$ cat config.mk
export PLATFORM = sky130hd
export DESIGN_NAME = instruction_memory
export DESIGN_NICKNAME = d
export VERILOG_FILES = /design/src/rtl/instruction_memory.sv
export SDC_FILE = /design/constraint.sdc
export NUM_CORES = 1
export LEC_CHECK = 0
export CAP_MARGIN = 30
export CELL_PAD_IN_SITES_DETAIL_PLACEMENT = 0
export CELL_PAD_IN_SITES_GLOBAL_PLACEMENT = 1
export CORE_MARGIN = 4
export CORE_UTILIZATION = 10
export DETAILED_ROUTE_END_ITERATION = 7
export PLACE_DENSITY_LB_ADDON = 0.1
export SYNTH_ARGS = -nofsm -noshare
export SYNTH_HDL_FRONTEND = slang
export SYNTH_SLANG_ARGS = --single-unit
$ cat constraint.sdc
create_clock -name vclk -period 2
set_clock_uncertainty 0.15 [all_clocks]
set_input_delay 0.2 -clock vclk [all_inputs]
set_output_delay 0.2 -clock vclk [all_outputs]
set_load 0.01 [all_outputs]
$ cat src/rtl/instruction_memory.sv
// Word-organised instruction store for the IF stage: combinational fetch, default program image.
// Define IMEM_PROG_PORT_EN for a writable memory with a clocked load port; otherwise a constant ROM.
module instruction_memory #(
    parameter int unsigned DEPTH    = 64,
    parameter logic [31:0] NOP_WORD = 32'h0000_0013
) (
    input  logic        clk,
    input  logic        rst_n,
    input  logic [31:0] program_counter,
    output logic [31:0] instruction,
    output logic        misaligned,
    output logic        out_of_range,
    input  logic        prog_we,
    input  logic [31:0] prog_addr,
    input  logic [31:0] prog_data
);

    localparam int unsigned AW     = $clog2(DEPTH);
    localparam int unsigned WORD_W = 32;

    logic [AW-1:0]     rd_idx;
    logic [WORD_W-1:0] rd_word;

    // Default program image: a short ALU exercise, NOPs elsewhere.
    function automatic logic [WORD_W-1:0] default_word(input logic [AW-1:0] idx);
        logic [WORD_W-1:0] w;
        case (idx)
            AW'(0):  w = 32'h0050_0093;
            AW'(1):  w = 32'h00A0_0113;
            AW'(2):  w = 32'h0020_81B3;
            AW'(3):  w = 32'h4020_8233;
            AW'(4):  w = 32'h0020_F2B3;
            AW'(5):  w = 32'h0020_E333;
            default: w = NOP_WORD;
        endcase
        return w;
    endfunction

    assign rd_idx       = program_counter[AW+1:2];
    assign misaligned   = |program_counter[1:0];
    assign out_of_range = |program_counter[31:AW+2];
    assign instruction  = out_of_range ? NOP_WORD : rd_word;

`ifdef IMEM_PROG_PORT_EN
    logic [WORD_W-1:0] mem [DEPTH];
    logic              wr_ready;
    logic              wr_en;
    logic [AW-1:0]     wr_idx;

    // Writes stay blocked until one full edge has passed since reset release.
    always_ff @(posedge clk or negedge rst_n) begin
        if (!rst_n) begin
            wr_ready <= 1'b0;
        end else begin
            wr_ready <= 1'b1;
        end
    end

    assign wr_idx = prog_addr[AW+1:2];
    assign wr_en  = prog_we && wr_ready && (prog_addr[1:0] == 2'b00)
                    && !(|prog_addr[31:AW+2]);

    // Reset reloads every word with the default image and holds it.
    always_ff @(posedge clk or negedge rst_n) begin
        if (!rst_n) begin
            for (int unsigned i = 0; i < DEPTH; i++) begin
                mem[i] <= default_word(AW'(i));
            end
        end else if (wr_en) begin
            mem[wr_idx] <= prog_data;
        end
    end

    assign rd_word = mem[rd_idx];
`else
    logic unused_load_port;

    assign rd_word          = default_word(rd_idx);
    assign unused_load_port = ^{clk, rst_n, prog_we, prog_addr, prog_data};
`endif

endmodule

# --- Word level (Yosys, flattened, before mapping) ---
# Index checks and enable logic that the tools add are counted.
word_totals:
  ff_bits: 0
  elab_cells: 10
  in_bits: 99
classes:
  muxes: 2
  eq_ne: 5
  n_reduce_logical: 3
op_table:
  columns: ["operator", "n"]
  rows:
  - ["31-bit one-hot mux with 6 select lines", 1]
  - ["32-bit 2-to-1 mux", 1]
  - ["24-bit OR reduction", 1]
  - ["6-bit by 2-bit == test with 1-bit output, second input constant", 2]
  - ["6-bit by 3-bit == test with 1-bit output, second input constant", 2]
  - ["6-bit by 1-bit == test with 1-bit output, second input constant", 1]
  - ["6-bit zero test", 1]
  - ["2-bit OR reduction", 1]

# --- Longest topological paths before layout ---
depth:
  ltp_word: 3
  depth_mapped: 5
  ltp_nobuf: 3

# --- Least setup slack after synthesis ---
# OpenSTA, ideal clock, no wires.
synth_path:
  path_kind: "input port to output port"
  startpoint: "input port program_counter[22]"
  endpoint: "output port instruction[14]"
  arrival_ns: 1.490
  n_path_buf: 2
  cell_stages: 5
  setup_slack_ns: 0.160
  required_time_ns: 1.650
  path_cell_list: "nor4_1 nand4_1 buf_6 nor4_1 buf_4"
synth_between:
  elab_chain_cells: 2
synth_lines:
  columns: ["item", "line_no", "text"]
  rows:
  - ["start, declared", "9", "input logic [31:0] program_counter,"]
  - ["24-bit OR reduction", "41", "assign out_of_range = |program_counter[31:AW+2];"]
  - ["32-bit 2-to-1 mux", "42", "assign instruction = out_of_range ? NOP_WORD : rd_word;"]
  - ["end, declared", "10", "output logic [31:0] instruction,"]
# Every way passes these cells.

# --- Worst setup path in the final report ---
layout_path:
  startpoint: "input port program_counter[5]"
  endpoint: "output port instruction[21]"
layout_between:
  elab_chain_cells: 3
  elab_cells_between_ends: 8
  cone_classes: "eq/ne (5); mux (2); reduce/logical (1)"
layout_lines:
  columns: ["item", "line_no", "text"]
  rows:
  - ["6-bit by 3-bit == test with 1-bit output (tied with other cells)", "27", "case (idx)"]
  - ["31-bit one-hot mux with 6 select lines (*)", "27", null]
  - ["32-bit 2-to-1 mux (*)", "42", null]
# Every way passes the cells marked *; elsewhere a longest branch is shown, timed or not.

==> run summary <==
The run finished with clean final reports. The internal power came out at 0.0000628 W. After the last flow step, the layout net total stands at 213. The first TritonRoute pass finished after 4 iterations. For this block, the routed nets add up to 1.81 mm of wire. The number of sequential storage elements came out at 0. The number of vias in the routed layout is 571. The post-synthesis to final-layout area growth is 147%. The synthesized design spends more area on one cell type than any other, namely sky130_fd_sc_hd__buf_4.

The die covers 5240 um^2. The final critical path time including I/O delays and setup is 1940 ps. The core region area came out at 4000 um^2. Final hold analysis gives a worst-case slack of 688 ps. The net load switching power is 0.0000557 W. After synthesis, the cell types taking the most area are sky130_fd_sc_hd__buf_4 40%, sky130_fd_sc_hd__nor4_2 9.1%, sky130_fd_sc_hd__nor3_1 8.5%. Dividing the detail-routed via count by the number of cells gives 3.52. The initial antenna violation count is 0. In the synthesized netlist, the cells that appear most often are 22 x sky130_fd_sc_hd__buf_4, 7 x sky130_fd_sc_hd__nor3_1, 5 x sky130_fd_sc_hd__nor4_1. The width of the chip is 72.4 um. The hold violation total from the final report was 0. The boundary pin count came out at 133. The highest clock rate is 516 MHz. The worst min-delay path category is input port to primary output. STA classifies the critical path startpoint as an input port. The detailed-route DRC error count came out at 0. The total overflow reported by the global router is 0. The relative contribution of the clock network to total power is 0%. The number of clock-tree buffers in the layout is 0. Across every metal layer, demand over resource in global routing totals 5.94%. The worst setup path is captured at a primary output. Sequential elements use 0% of the synthesized area. The floorplan has 23 rows. The number of global-route vias before repair is 597. The HPWL after detailed placement came out at 1.50 mm. The largest net degree at the start of global routing came out at 8. The count of distinct cell types in the synthesized netlist came out at 19. Input and output buffers added on the ports amount to 47. The dominant cell by count in the synthesized netlist is sky130_fd_sc_hd__buf_4. The data required time of the worst path came out at 1650 ps.

The termination of the worst setup path is instruction[21]. The critical path starts at program_counter[5]. The combinational share of power is 100.0%. The worst hold path begins at program_counter[14].

IR analysis of the VDD net gives a maximum drop of 0.0000347 V. The number of filler cells placed in the layout is 442. The count of final setup violators is 0. Counting instances, the worst hold path has a depth of 5. The worst endpoint data arrival time came out at 1590 ps.

The sequential cells in the finished layout cover a total of 0 um^2. The worst path uses 96.8% of the clock period. Across the run, the number of max-cap violations was 0. The count of antenna diodes in the layout came out at 0. The power share of the sequential group came out at 0%. The proportion of netlist area held by the largest area contributor is 39.9%. Once the floorplan was initialized, standard cells occupied 10.4% of the core. The gate count of the mapped netlist came out at 59. The overall power came out at 0.000118 W. The mapped cell area came out at 414 um^2. The final weighted congestion in routability-driven placement is 0.717. The fraction of layout cells with a size suffix above 1 came out at 42.9%. The number of hold-repair buffers added at the cts stage came out at 0. The largest driver fanout on the critical path is 7.

The first global-routing pass estimated 2.61 mm of wire. The first-iteration detailed-routing DRC count is 6. The switching share of power came out at 47.0%. The routed length per placed instance is 11.2 um. The Yosys step of the flow raised 0 warnings. The worst setup path category is input port to primary output.

The leakage dissipation came out at 0.486 nW. The mean instance size in the synthesized netlist came out at 7.02 um^2. At the end of the flow the core is filled with cells to 25.6%.

Power spread over the standard cell area amounts to 116 nW/um^2. The y dimension of the die came out at 72.4 um. The count of final max-slew check failures is 0. The count of antenna-violating nets left after detailed routing came out at 0.
power groups by stage:
stage | clock network (W) | logic [W] | registers, W
3_5_place_dp | 0 | 0.000115 | 0
3_3_place_gp | 0 | 0.000114 | 0
6_report | 0 | 0.000118 | 0
2_1_floorplan | 0 | 0.0000595 | 0
5_1_grt | 0 | 0.000128 | 0
4_1_cts | 0 | 0.000118 | 0
critical path: stages:
cell,delay (ps)
sky130_fd_sc_hd__clkdlybuf4s50_1,420
sky130_fd_sc_hd__nor3_2,210
sky130_fd_sc_hd__nand3_2,120
sky130_fd_sc_hd__buf_8,170
sky130_fd_sc_hd__a2111oi_4,270
sky130_fd_sc_hd__buf_2,180
metrics by stage:
stage               cells  worst slack [ps]  TNS (ps)  instance area [um^2]
floorplan              76               160         0                   478
global placement      160              -613     -7690                   926
detailed placement    160              -646     -7840                   926
CTS                   162              4.56         0                   995
global route          162             -16.4     -41.8                  1020
finish                162              63.4         0                  1020
kinds of logic after synthesis:
| family | after synthesis | synth area share, % |
|---|---|---|
| AND/OR/NAND/NOR | 28 | 42.9 |
| buffers and inverters | 25 | 44.4 |
| AO/OA/AOI/OAI | 3 | 8.46 |
| other | 2 | 1.81 |
| multiplexers | 1 | 2.42 |
layer usage:
metal  vias up  GRT usage [%]  part of all wire (%)
met2        48           11.4                    48
met1       250           7.09                    36
met5         -              0                     0
met4         0          0.209                     0
met3         0           1.11                    15
li1        273              -                     -
area by class of cell:
| type | instances | area, um^2 | area share [%] |
|---|---|---|---|
| Multi-Input combinational cell | 51 | 432 | 42.2 |
| Inverter | 1 | 3.75 | 0.367 |
| Tap cell | 50 | 62.6 | 6.12 |
| Timing Repair Buffer | 60 | 524 | 51.3 |
worst min path at each step:
stage | to | slack, ps
after global routing | out_of_range | 720
after CTS | out_of_range | 800
after global placement | misaligned | 1330
after detailed placement | misaligned | 1330
after floorplan | instruction[7] | 280
final | out_of_range | 690
repair_timing:
item,CTS,global route
endpoints found under the setup margin,14,14
pin swaps,13,6
resized for setup,97,8
buffers inserted,3,0
cells in the final DEF (no fill, tap or decap), types with 5 or more instances in the layout:
master and n:
sky130_fd_sc_hd__conb_1 19, sky130_fd_sc_hd__dlygate4sd2_1 16, sky130_fd_sc_hd__buf_2 13, sky130_fd_sc_hd__clkdlybuf4s50_1 12, sky130_fd_sc_hd__buf_4 9, sky130_fd_sc_hd__nor3_2 6
sky130_fd_sc_hd__nor4_2 5, sky130_fd_sc_hd__dlymetal6s2s_1 5
Note: power is estimated with default switching activity, not from simulation.
